<file path="src/rtl/booth_mul_pkg.sv">
// Shared types and sizing helpers for the sequential radix-4 Booth multiplier.
package booth_mul_pkg;

  typedef enum logic [1:0] {
    IDLE = 2'd0,
    BUSY = 2'd1,
    DONE = 2'd2
  } state_t;

  // One recoded Booth digit: magnitude one or two, optionally negated.
  typedef struct packed {
    logic neg;
    logic one;
    logic two;
  } booth_digit_t;

  // Operand width after extension, rounded up to an even count with headroom for the sign.
  function automatic int ext_width(input int width);
    return 2 * ((width + 2) / 2);
  endfunction

  function automatic int iter_cnt(input int width);
    return ext_width(width) / 2;
  endfunction

endpackage

</file>
<file path="src/rtl/booth_r4_digit_enc.sv">
// Radix-4 Booth recoder: 3-bit multiplier window -> digit in {-2..+2}.
module booth_r4_digit_enc
  import booth_mul_pkg::*;
(
  input  logic [2:0]   window,
  output booth_digit_t digit
);

  // Recode the window; 000 and 111 both mean zero and never set neg.
  always_comb begin
    digit = '0;
    case (window)
      3'b001, 3'b010: digit.one = 1'b1;
      3'b011: digit.two = 1'b1;
      3'b100: begin
        digit.neg = 1'b1;
        digit.two = 1'b1;
      end
      3'b101, 3'b110: begin
        digit.neg = 1'b1;
        digit.one = 1'b1;
      end
      default: digit = '0;
    endcase
  end

endmodule

</file>
<file path="src/rtl/booth_multiplier_r4_seq.sv">
// Sequential radix-4 Booth multiplier, one digit per cycle, valid/ready on both sides.
// Optional BOOTH_MUL_ZERO_SKIP_EN: zero operands bypass the digit iterations.
module booth_multiplier_r4_seq
  import booth_mul_pkg::*;
#(
  parameter int WIDTH = 9,
  parameter int TAG_W = 4
) (
  input  logic                 clk,
  input  logic                 rst_n,
  input  logic                 in_valid,
  output logic                 in_ready,
  input  logic [WIDTH-1:0]     in_a,
  input  logic [WIDTH-1:0]     in_b,
  input  logic                 in_signed,
  input  logic [TAG_W-1:0]     in_tag,
  output logic                 out_valid,
  input  logic                 out_ready,
  output logic [2*WIDTH-1:0]   out_product,
  output logic [TAG_W-1:0]     out_tag,
  output logic                 busy
);

  localparam int EW    = ext_width(WIDTH);
  localparam int ITER  = iter_cnt(WIDTH);
  localparam int ACC_W = 2 * EW + 1;
  localparam int CNT_W = $clog2(ITER + 1);
  localparam logic [CNT_W-1:0] ITER_C = CNT_W'(ITER);

  state_t                    state_r;
  state_t                    state_nxt_s;
  logic [EW-1:0]             a_r;
  logic [EW-1:0]             b_r;
  logic                      prev_r;
  logic [CNT_W-1:0]          cnt_r;
  logic signed [ACC_W-1:0]   acc_r;
  logic [2*WIDTH-1:0]        product_r;
  logic [TAG_W-1:0]          tag_r;

  logic [EW-1:0]             a_ext_s;
  logic [EW-1:0]             b_ext_s;
  logic                      zero_skip_s;
  booth_digit_t              digit_s;
  logic signed [ACC_W-1:0]   a_wide_s;
  logic signed [ACC_W-1:0]   mag_s;
  logic signed [ACC_W-1:0]   term_s;
  logic signed [ACC_W-1:0]   acc_sum_s;
  logic signed [ACC_W-1:0]   acc_shift_s;

  assign in_ready    = (state_r == IDLE) && rst_n;
  assign out_valid   = (state_r == DONE);
  assign busy        = (state_r != IDLE);
  assign out_product = product_r;
  assign out_tag     = tag_r;

  booth_r4_digit_enc u_enc (
    .window ({b_r[1:0], prev_r}),
    .digit  (digit_s)
  );

  // Operand extension and zero detection at the accepting edge.
  always_comb begin
    a_ext_s = {{(EW-WIDTH){in_signed & in_a[WIDTH-1]}}, in_a};
    b_ext_s = {{(EW-WIDTH){in_signed & in_b[WIDTH-1]}}, in_b};
`ifdef BOOTH_MUL_ZERO_SKIP_EN
    zero_skip_s = (in_a == '0) || (in_b == '0);
`else
    zero_skip_s = 1'b0;
`endif
  end

  // Add digit*a at bit EW, then shift right by 2; after ITER steps acc holds the exact product.
  always_comb begin
    a_wide_s = {{(ACC_W-EW){a_r[EW-1]}}, a_r};
    mag_s    = '0;
    if (digit_s.two) begin
      mag_s = a_wide_s <<< 1;
    end else if (digit_s.one) begin
      mag_s = a_wide_s;
    end else begin
      mag_s = '0;
    end
    term_s      = digit_s.neg ? -mag_s : mag_s;
    acc_sum_s   = acc_r + (term_s <<< EW);
    acc_shift_s = acc_sum_s >>> 2;
  end

  // Next-state logic.
  always_comb begin
    state_nxt_s = state_r;
    case (state_r)
      IDLE: begin
        if (in_valid) state_nxt_s = BUSY;
        else          state_nxt_s = IDLE;
      end
      BUSY: begin
        if (cnt_r == ITER_C) state_nxt_s = DONE;
        else                 state_nxt_s = BUSY;
      end
      DONE: begin
        if (out_ready) state_nxt_s = IDLE;
        else           state_nxt_s = DONE;
      end
      default: state_nxt_s = IDLE;
    endcase
  end

  // State register.
  always_ff @(posedge clk) begin
    if (!rst_n) state_r <= IDLE;
    else        state_r <= state_nxt_s;
  end

  // Datapath: capture, iterate, and latch the result on the final BUSY cycle.
  always_ff @(posedge clk) begin
    if (!rst_n) begin
      a_r       <= '0;
      b_r       <= '0;
      prev_r    <= 1'b0;
      cnt_r     <= '0;
      acc_r     <= '0;
      product_r <= '0;
      tag_r     <= '0;
    end else begin
      case (state_r)
        IDLE: begin
          if (in_valid) begin
            a_r    <= a_ext_s;
            b_r    <= b_ext_s;
            prev_r <= 1'b0;
            acc_r  <= '0;
            tag_r  <= in_tag;
            // A zero operand jumps the counter to the end so the cleared accumulator is the result.
            cnt_r  <= zero_skip_s ? ITER_C : '0;
          end
        end
        BUSY: begin
          if (cnt_r != ITER_C) begin
            acc_r  <= acc_shift_s;
            b_r    <= {2'b00, b_r[EW-1:2]};
            prev_r <= b_r[1];
            cnt_r  <= cnt_r + CNT_W'(1);
          end else begin
            product_r <= acc_r[2*WIDTH-1:0];
          end
        end
        DONE: begin
          product_r <= product_r;
        end
        default: begin
          cnt_r <= '0;
        end
      endcase
    end
  end

endmodule

</file>
<file path="config.mk">
export PLATFORM = sky130hd
export DESIGN_NAME = booth_multiplier_r4_seq
export DESIGN_NICKNAME = d
export VERILOG_FILES = /design/src/rtl/booth_mul_pkg.sv /design/src/rtl/booth_r4_digit_enc.sv /design/src/rtl/booth_multiplier_r4_seq.sv
export SDC_FILE = /design/constraint.sdc
export NUM_CORES = 1
export LEC_CHECK = 0
export CAP_MARGIN = 10
export CORE_UTILIZATION = 30
export CTS_BUF_LIST = sky130_fd_sc_hd__clkbuf_8
export DETAILED_ROUTE_END_ITERATION = 8
export DONT_BUFFER_PORTS = 1
export HOLD_SLACK_MARGIN = 0.02
export SETUP_SLACK_MARGIN = 0.1
export SLEW_MARGIN = 10
export SYNTH_ARGS = -nofsm -noshare
export SYNTH_HDL_FRONTEND = slang
export SYNTH_SLANG_ARGS = --single-unit
</file>
<file path="constraint.sdc">
create_clock -name clk -period 7.4 [get_ports clk]
set_input_delay 1.85 -clock clk [delete_from_list [all_inputs] [get_ports clk]]
set_output_delay 1.85 -clock clk [all_outputs]
set_load 0.02 [all_outputs]
</file>
==> flow_metrics.env, run 1 <==
export IMPL_worst_path_buf_inv=0
export IMPL_ys_ff_latch=67
export IMPL_synth_area_per_cell_um2=7.952
export IMPL_min_period_ns=3.939
export IMPL_layout_nets=482
export IMPL_max_freq_mhz=253.9
export IMPL_rsz0062_at_grt="no"
export IMPL_crit_path_max_incr_delay_ns=0.22
export IMPL_post_route_cells_drive_above_1_share=0.05204
export IMPL_r2r_end="acc_r[17]"
export IMPL_num_io_pins=52
export IMPL_switchingPower_mw=0.2289
export IMPL_synth_cell_types=42
export IMPL_synth_top_family_by_area="simple AND/OR/NAND/NOR gates"
export IMPL_maxSlewViolCount=0
export IMPL_power_share_switching=0.2597
export IMPL_die_area_um2=12290
export IMPL_syn_instance_count=447
export IMPL_yosys_most_used_dff="dfxtp_1"
export IMPL_setup_viol=0
export IMPL_cts_buffers_inserted=9
export IMPL_cts_tree="built"
export IMPL_yosys_warnings=0
export IMPL_coreArea_um2=11470
export IMPL_post_cts_buffers=0
export IMPL_power_frac_comb=0.131
export IMPL_clockBufferDepth=2
export IMPL_die_h_um=110.9
export IMPL_crit_chain="and2_1"
export IMPL_yosysSeqAreaShare=0.3773
export IMPL_grt_pass1_wl_um=13390
export IMPL_synth_xor_area_frac=0.03942
export IMPL_ctsHoldBuffers=0
export IMPL_status="finished, final reports clean"
export IMPL_seq_power_share=0.441
export IMPL_relSlewSlack=0.3946
export IMPL_io_buffers=0
export IMPL_die_width_um=110.9
export IMPL_whs_endpoint="acc_r[0]"
export IMPL_post_drt_wl_per_cell_um=13.34
export IMPL_vias=2963
export IMPL_row_count=39
export IMPL_cts_sinks=67
export IMPL_internal_power_mw=0.6526
export IMPL_synth_edff_count=0
export IMPL_synth_simple_area_share=0.2372
export IMPL_gr_usage_all_layers=0.1346
export IMPL_reg2reg_from="b_r[0]"
export IMPL_cp_slowest_cell="and2_1"
export IMPL_arrival_ns=2.09
export IMPL_grt_pass1_vias=2762
export IMPL_p_per_area_nw_per_um2=225.0
export IMPL_path_clk_slew_ns=0.07
export IMPL_p_leak_nw=1.584
export IMPL_finClkSkew_ns=0.008575
export IMPL_min_from="acc_r[0]"
export IMPL_clockPowerShare=0.427
export IMPL_dp_hpwl_um=5620
export IMPL_final_common_cell="nand2_1"
export IMPL_cts_resized_gates=0
export IMPL_cts_root_buf="clkbuf_8"
export IMPL_synthAdderAreaFrac=0.06547
export IMPL_synthArstFlopShare=0
export IMPL_worstPathMaxFanout=67
export IMPL_first_iter_violations=155
export IMPL_cp_end_kind="output pin"
export IMPL_postRouteAntennaNets=0
export IMPL_synth_compound_area_frac=0.2351
export IMPL_cp_top_family="simple AND/OR/NAND/NOR gates"
export IMPL_worst_hold_slack_ns=0.4620
export IMPL_period_share=0.5323
export IMPL_vias_per_cell=5.065
export IMPL_synth_mux_area_frac=0.008096
export IMPL_initial_core_util=0.3100
export IMPL_max_slew_worst_pin_slew_ns=0.9004
export IMPL_grt_max_degree=68
export IMPL_regArea_um2=1341
export IMPL_htree_levels=3
export IMPL_hold_viol_final=0
export IMPL_clkLatencyLatePin_ns=0.35
export IMPL_synth_area_um2=3555
export IMPL_dr_pass1_iters=4
export IMPL_hp_class="flip-flop to flip-flop"
export IMPL_grt_overflow=0
export IMPL_area_growth_pct=10.21
export IMPL_reg2reg_slack_ns=3.60
export IMPL_tns_ns=0
export IMPL_drc_errors=0
export IMPL_final_cell_mix="111 x nand2_1, 67 x dfxtp_1, 42 x a21boi_0"
export IMPL_nFillCells=1217
export IMPL_maxCapViolCount=0
export IMPL_crit_type="primary input to output pin"
export IMPL_required_ns=5.55
export IMPL_worst_r2r_cell_count=16
export IMPL_multiInputGateArea_um2=2083
export IMPL_routed_wl_um=7801
export IMPL_antenna_found_initial=0
export IMPL_place_gp_congestion=0.8722
export IMPL_startpoint_type="primary input"
export IMPL_antenna_cells=0
export IMPL_vdd_drop_max_v=0.0001452
export IMPL_synth_nets=492
export IMPL_hold_depth=2
==> cell type report <==
class,count,share of cell area
Clock buffer,10,0.03513
Tap cell,143,0.04567
Sequential cell,67,0.3424
Clock inverter,6,0.02874
Timing Repair Buffer,3,0.005749
Multi-Input combinational cell,345,0.5318
Inverter,11,0.01054
==> per-layer routing <==
| layer | vias up | part of all wire | track usage |
|---|---|---|---|
| met5 | - | 0 | 0 |
| met4 | 0 | 0.014 | 0.04978 |
| met3 | 10 | 0.065 | 0.04593 |
| met2 | 75 | 0.43 | 0.2004 |
| met1 | 1353 | 0.49 | 0.1792 |
| li1 | 1525 | - | - |
==> state kept, by name, summed over array words and instances, names as in the netlist <==
register and count:
out_tag 4, acc_r 19, state_r 2, out_product 18, prev_r 1, cnt_r 3, b_r 10, a_r 10
==> synthesized netlist by cell type, types with 3 or more instances <==
| cell type | instances | area share |
|---|---|---|
| a31oi_1 | 4 | 0.0070 |
| a21o_1 | 6 | 0.013 |
| ha_1 | 17 | 0.060 |
| and2_1 | 4 | 0.0070 |
| dfxtp_1 | 67 | 0.38 |
| nor2_1 | 15 | 0.016 |
| a21oi_1 | 23 | 0.032 |
| and3_1 | 7 | 0.012 |
| o21a_1 | 3 | 0.0063 |
| nor3_1 | 4 | 0.0056 |
| nand2b_1 | 3 | 0.0053 |
| o21ai_1 | 3 | 0.0042 |
| o211a_1 | 9 | 0.025 |
| nand3_1 | 27 | 0.038 |
| o21ai_0 | 12 | 0.017 |
| nor2b_1 | 11 | 0.019 |
| clkbuf_1 | 23 | 0.024 |
| xor2_1 | 11 | 0.027 |
| nand2_1 | 111 | 0.12 |
| a21boi_0 | 42 | 0.089 |
| xnor2_1 | 5 | 0.012 |
| inv_1 | 11 | 0.012 |
| a22oi_1 | 5 | 0.011 |
==> worst max-delay path by stage <==
stage                 from  slack (ns)        end  cells after the start
global placement     rst_n        3.47   in_ready                      1
finish               rst_n        3.46   in_ready                      1
CTS                  rst_n        3.47   in_ready                      1
global route        b_r[0]        3.16  acc_r[19]                     17
floorplan            rst_n        2.93   in_ready                      3
detailed placement   rst_n        3.47   in_ready                      1
==> power groups by stage <==
stage / logic (mW) / registers [mW] / clock network (mW)
global placement: 0.113 / 0.396 / 0
detailed placement: 0.116 / 0.397 / 0
global route: 0.132 / 0.391 / 0.402
finish: 0.116 / 0.389 / 0.377
floorplan: 0.0990 / 0.392 / 0
CTS: 0.116 / 0.389 / 0.385
==> kinds of logic after synthesis <==
group | after synthesis
mux | 2
simple gates | 190
compound gates | 119
xor+xnor | 16
flops | 67
buf+inv | 35
fa+ha+maj | 18
==> stage by stage <==
stage               setup slack [ns]  total power, mW    util  cells  area, um^2
floorplan                      2.927           0.4914       -    447        3555
global placement               3.469           0.5095  0.3196    569        3665
detailed placement             3.469           0.5132  0.3196    569        3665
CTS                            3.467           0.8902  0.3414    585        3915
global route                   3.157           0.9246  0.3416    585        3918
finish                         3.461           0.8816  0.3416    585        3918
No activity file was read; power rests on OpenSTA's default activity.
==> inputs of run 2 (changes only) <==
==> constraint.sdc (replaced) <==
create_clock -name clk -period 3.4 [get_ports clk]
set_input_delay 0.85 -clock clk [delete_from_list [all_inputs] [get_ports clk]]
set_output_delay 0.85 -clock clk [all_outputs]
set_load 0.02 [all_outputs]
==> flow_metrics.env, run 2 (synthesis gave the netlist of run 1 again) <==
export IMPL_hold_viol_final=0
export IMPL_tns_ns=0
export IMPL_status="finished, final reports clean"
export IMPL_worstPathMaxFanout=7
export IMPL_final_cell_mix="111 x nand2_1, 64 x dfxtp_1, 42 x a21boi_0"
export IMPL_cts_root_buf="clkbuf_8"
export IMPL_die_area_um2=12290
export IMPL_max_freq_mhz=301.6
export IMPL_path_clk_slew_ns=0.07
export IMPL_initial_core_util=0.3100
export IMPL_whs_endpoint="acc_r[1]"
export IMPL_grtUsageMet3=0.04374
export IMPL_dp_hpwl_um=5709
export IMPL_antenna_found_initial=0
export IMPL_switchingPower_mw=0.5120
export IMPL_postRouteAntennaNets=0
export IMPL_power_share_switching=0.2748
export IMPL_cts_sinks=67
export IMPL_gr_usage_all_layers=0.1373
export IMPL_die_h_um=110.9
export IMPL_max_slew_worst_pin_slew_ns=0.8313
export IMPL_crit_start="b_r[0]"
export IMPL_clkLatencyLatePin_ns=0.36
export IMPL_place_gp_congestion=0.8482
export IMPL_setup_viol=0
export IMPL_clockBufferDepth=2
export IMPL_grt_overflow=0
export IMPL_internal_power_mw=1.351
export IMPL_crit_type="flip-flop to flip-flop"
export IMPL_relSlewSlack=0.4444
export IMPL_vias_per_cell=5.060
export IMPL_min_from="acc_r[1]"
export IMPL_cp_end_kind="flip-flop"
export IMPL_maxCapViolCount=0
export IMPL_final_cell_area_um2=4114
export IMPL_met2_usage=0.2091
export IMPL_hp_class="flip-flop to flip-flop"
export IMPL_area_growth_pct=15.73
export IMPL_finClkSkew_ns=0.008808
export IMPL_num_io_pins=52
export IMPL_regMostFlops="acc_r"
export IMPL_maxSlewViolCount=0
export IMPL_worst_r2r_cell_count=14
export IMPL_io_buffers=0
export IMPL_coreArea_um2=11470
export IMPL_power_frac_comb=0.168
export IMPL_drc_errors=0
export IMPL_grt_pass1_wl_um=13740
export IMPL_min_period_ns=3.316
export IMPL_vias=3046
export IMPL_dr_pass1_iters=4
export IMPL_row_count=39
export IMPL_post_route_cells_drive_above_1_share=0.1307
export IMPL_layout_nets=499
export IMPL_post_drt_wl_per_cell_um=13.82
export IMPL_largest_reg_flops=19
export IMPL_vdd_drop_max_v=0.0002528
export IMPL_hold_depth=2
export IMPL_die_width_um=110.9
export IMPL_placed_area_um2=3725
export IMPL_required_ns=3.64
export IMPL_grt_pass1_vias=2930
export IMPL_htree_levels=3
export IMPL_first_iter_violations=126
export IMPL_ctsHoldBuffers=0
export IMPL_antenna_cells=0
export IMPL_reg2reg_from="b_r[0]"
export IMPL_routed_wl_um=8317
export IMPL_grt_max_degree=68
export IMPL_p_leak_nw=1.655
export IMPL_reg2reg_slack_ns=0.08
export IMPL_final_common_cell="nand2_1"
export IMPL_startpoint_type="flip-flop"
export IMPL_cts_buffers_inserted=9
export IMPL_clockPowerShare=0.377
export IMPL_nFillCells=1192
export IMPL_p_per_area_nw_per_um2=453.0
export IMPL_seq_power_share=0.455
export IMPL_cts_tree="built"
export IMPL_period_share=0.9753
export IMPL_grt_use_met1=0.1742
export IMPL_r2r_end="acc_r[17]"
export IMPL_rsz0062_at_grt="yes"
export IMPL_arrival_ns=3.56
export IMPL_grt_busiest_layer="met2"
run 2: cell types whose count changed in the layout (fill, tap and decap cells not counted), sizes merged:
cell / before / now
inv: 11 / 12
bufinv: 3 / 1
clkbuf: 10 / 12
clkinv: 3 / 0
buf: 3 / 20
clkinvlp: 0 / 2
run 2: worst max path at each step:
stage / to / slack [ns]
4_1_cts: acc_r[17] / 0.11
5_1_grt: acc_r[17] / -0.06
6_report: acc_r[17] / 0.08
3_3_place_gp: acc_r[17] / 0.11
3_5_place_dp: acc_r[17] / 0.01
2_1_floorplan: acc_r[17] / 0.14
run 2: stage by stage:
| stage | std cells | total power [mW] | hold WS, ns | utilization | worst slack, ns |
|---|---|---|---|---|---|
| 2_1_floorplan | 447 | 1.076 | 0.4412 | - | 0.1434 |
| 3_3_place_gp | 574 | 1.124 | 0.4550 | 0.3248 | 0.1080 |
| 4_1_cts | 593 | 1.843 | 0.4663 | 0.3460 | 0.1098 |
| 6_report | 602 | 1.863 | 0.4636 | 0.3588 | 0.08390 |
| 3_5_place_dp | 574 | 1.132 | 0.4563 | 0.3248 | 0.009747 |
| 5_1_grt | 602 | 1.953 | 0.4930 | 0.3588 | -0.05644 |
run 2: layout make-up:
| class | count | area [um^2] | share of cell area |
|---|---|---|---|
| inverter | 11 | 41.29 | 0.01004 |
| clock buffer | 12 | 165.2 | 0.04015 |
| timing repair buffer | 20 | 153.9 | 0.03741 |
| multi-input combinational | 345 | 2181 | 0.5301 |
| tap | 143 | 178.9 | 0.04349 |
| clock inverter | 4 | 48.80 | 0.01186 |
| sequential | 67 | 1345 | 0.3269 |
run 2: metal layers:
metal  vias up  share of wire
li1       1565              -
met4         0          0.015
met1      1407           0.48
met3        13          0.054
met2        61           0.46
met5         -              0
run 2: what timing repair did:
| item | CTS | global route |
|---|---|---|
| resized for setup | 3 | 24 |
| setup endpoints to repair | 3 | 4 |
| pin swaps | 0 | 11 |
| setup buffers | 3 | 9 |
run 2: power by group through the flow:
stage	logic [mW]	registers, mW	clock network, mW
4_1_cts	0.274	0.847	0.722
2_1_floorplan	0.221	0.855	0
6_report	0.313	0.849	0.702
3_3_place_gp	0.261	0.863	0
5_1_grt	0.345	0.853	0.755
3_5_place_dp	0.267	0.865	0
run 2: critical path, stage by stage, from the launching register on:
cell and delay, ns:
dfxtp_2 0.34, ha_1 0.23, mux2_4 0.35, a21oi_4 0.18
ha_4 0.17, nand4b_1 0.15, and3_4 0.23, xnor2_1 0.13
ha_2 0.20, or4_4 0.52, o21ai_2 0.08, a21oi_2 0.07
a31oi_1 0.28, xor2_1 0.18, o21ai_0 0.09
==> inputs of run 3 (changes only) <==
--- a/config.mk
+++ b/config.mk
@@ -6,11 +6,14 @@
 export NUM_CORES = 1
 export LEC_CHECK = 0
 export CAP_MARGIN = 10
+export CELL_PAD_IN_SITES_DETAIL_PLACEMENT = 1
+export CELL_PAD_IN_SITES_GLOBAL_PLACEMENT = 1
 export CORE_UTILIZATION = 30
 export CTS_BUF_LIST = sky130_fd_sc_hd__clkbuf_8
 export DETAILED_ROUTE_END_ITERATION = 8
 export DONT_BUFFER_PORTS = 1
 export HOLD_SLACK_MARGIN = 0.02
+export PLACE_DENSITY_LB_ADDON = 0.1
 export SETUP_SLACK_MARGIN = 0.1
 export SLEW_MARGIN = 10
 export SYNTH_ARGS = -nofsm -noshare
==> flow_metrics.env, run 3 (synthesis gave the netlist of run 1 again) <==
export IMPL_status="finished, final reports clean"
export IMPL_top_layer="met4"
export IMPL_htree_levels=3
export IMPL_hold_viol_final=0
export IMPL_vias_per_cell=5.071
export IMPL_post_drt_wl_per_cell_um=15.10
export IMPL_io_buffers=0
export IMPL_crit_path_max_incr_delay_ns=0.49
export IMPL_min_period_ns=3.135
export IMPL_clockBufferDepth=2
export IMPL_worstPathMaxFanout=8
export IMPL_grt_pass1_wl_um=15470
export IMPL_maxCapViolCount=0
export IMPL_cts_tree="built"
export IMPL_arrival_ns=3.37
export IMPL_vdd_drop_max_v=0.0002607
export IMPL_final_util=0.3595
export IMPL_preCtsSetupSlack_ns=0.01994
export IMPL_drc_errors=0
export IMPL_nFillCells=1396
export IMPL_relSlewSlack=0.4420
export IMPL_path_clk_slew_ns=0.08
export IMPL_antenna_found_initial=0
export IMPL_p_per_area_nw_per_um2=445.9
export IMPL_tns_ns=0
export IMPL_clkLatencyLatePin_ns=0.36
export IMPL_antenna_cells=0
export IMPL_initial_core_util=0.3100
export IMPL_final_cell_mix="111 x nand2_1, 64 x dfxtp_1, 42 x a21boi_0"
export IMPL_dp_hpwl_um=6379
export IMPL_crit_type="flip-flop to flip-flop"
export IMPL_cp_end_kind="flip-flop"
export IMPL_routed_wl_um=9119
export IMPL_period_share=0.9219
export IMPL_regMostFlops="acc_r"
export IMPL_worst_hold_slack_ns=0.4625
export IMPL_cp_common_cell="ha_4"
export IMPL_wl_met1_um=4480
export IMPL_postRouteAntennaNets=0
export IMPL_coreArea_um2=11470
export IMPL_cts_sinks=67
export IMPL_cts_buffers_inserted=9
export IMPL_row_count=39
export IMPL_required_ns=3.63
export IMPL_cts_root_buf="clkbuf_8"
export IMPL_placed_area_um2=3755
export IMPL_rsz0062_at_grt="no"
export IMPL_hp_class="flip-flop to flip-flop"
export IMPL_max_slew_worst_pin_slew_ns=0.8346
export IMPL_dr_wl_met2_um=4059
export IMPL_place_gp_congestion=0.7705
export IMPL_setup_viol=0
export IMPL_final_cell_area_um2=4123
export IMPL_grt_overflow=0
export IMPL_grt_max_degree=68
export IMPL_cp_slowest_cell="or4_1"
export IMPL_startpoint_type="flip-flop"
export IMPL_die_area_um2=12290
export IMPL_crit_chain="inv_2, ha_4, mux2_4, a21oi_4, ha_4, nand4b_1, and3_4, xnor2_1, ha_2, or4_1, o21ai_1, a21oi_2, a31oi_1, xor2_1, o21ai_0"
export IMPL_p_leak_nw=1.667
export IMPL_die_h_um=110.9
export IMPL_dr_pass1_iters=4
export IMPL_first_iter_violations=92
export IMPL_routed_wl_met3_um=420
export IMPL_finClkSkew_ns=0.009653
export IMPL_num_io_pins=52
export IMPL_max_freq_mhz=319.0
export IMPL_final_common_cell="nand2_1"
export IMPL_post_route_cells_drive_above_1_share=0.1388
export IMPL_maxSlewViolCount=0
export IMPL_layout_nets=502
export IMPL_ctsHoldBuffers=0
export IMPL_gr_usage_all_layers=0.1572
export IMPL_area_growth_pct=15.98
export IMPL_setup_slack_ns=0.2654
export IMPL_largest_reg_flops=19
export IMPL_die_width_um=110.9
export IMPL_vias=3063
export IMPL_grt_pass1_vias=3119
==> run 3: cell types whose count changed in the layout (fill, tap and decap cells not counted), sizes merged <==
cell	previous run	this run
buf	20	23
clkbuf	12	10
clkinv	0	2
clkinvlp	2	1
==> run 3: critical path, delay by kind of cell (launching register included) <==
family | cells | cell delay, ns
AO/OA/AOI/OAI | 5 | 0.60
multiplexers | 1 | 0.32
XOR/XNOR | 2 | 0.27
buffers and inverters | 1 | 0.05
adder cells (fa/ha/maj) | 3 | 0.52
flip-flops | 1 | 0.37
AND/OR/NAND/NOR | 3 | 0.86
==> run 3: where the power goes <==
group          internal (mW)  switching, mW  total, mW  leakage, nW
Combinational          0.142          0.176      0.318         1.02
Clock                  0.352          0.319      0.671       0.0995
Sequential             0.814         0.0353      0.849        0.546
Total                   1.31          0.530       1.84         1.67
==> run 3: path summary, 6_finish.rpt <==
| path | start | to | slack, ns | cells after the start |
|---|---|---|---|---|
| max | b_r[0] | acc_r[17] | 0.27 | 15 |
| min | acc_r[1] | acc_r[1] | 0.46 | 2 |
| max reg2reg | b_r[0] | acc_r[17] | 0.27 | 15 |
| min reg2reg | acc_r[1] | acc_r[1] | 0.46 | 2 |
==> run 3: area by class of cell <==
class / count / area, um^2 / area share
Clock buffer: 10 / 137.6 / 0.03338
Clock inverter: 5 / 55.05 / 0.01335
Inverter: 11 / 41.29 / 0.01002
Multi-Input combinational cell: 345 / 2190 / 0.5311
Sequential cell: 67 / 1348 / 0.3269
Tap cell: 143 / 178.9 / 0.04340
Timing Repair Buffer: 23 / 172.7 / 0.04188
==> run 3: timing repair <==
action | in CTS | in global routing
gates resized for setup | 2 | 26
pin swaps | 5 | 14
cloned | 0 | 0
setup endpoints to repair | 3 | 4
buffers inserted | 3 | 8
==> run 3: layer usage <==
metal,vias up,global-route usage
met5,-,0
li1,1569,-
met1,1428,0.2078
met2,55,0.2402
met4,0,0.06933
met3,11,0.04101
==> run 3: metrics by stage <==
step	instances	power, mW
after global routing	604	1.945
after global placement	578	1.145
final	604	1.838
after detailed placement	578	1.149
after floorplan	447	1.076
after CTS	596	1.841
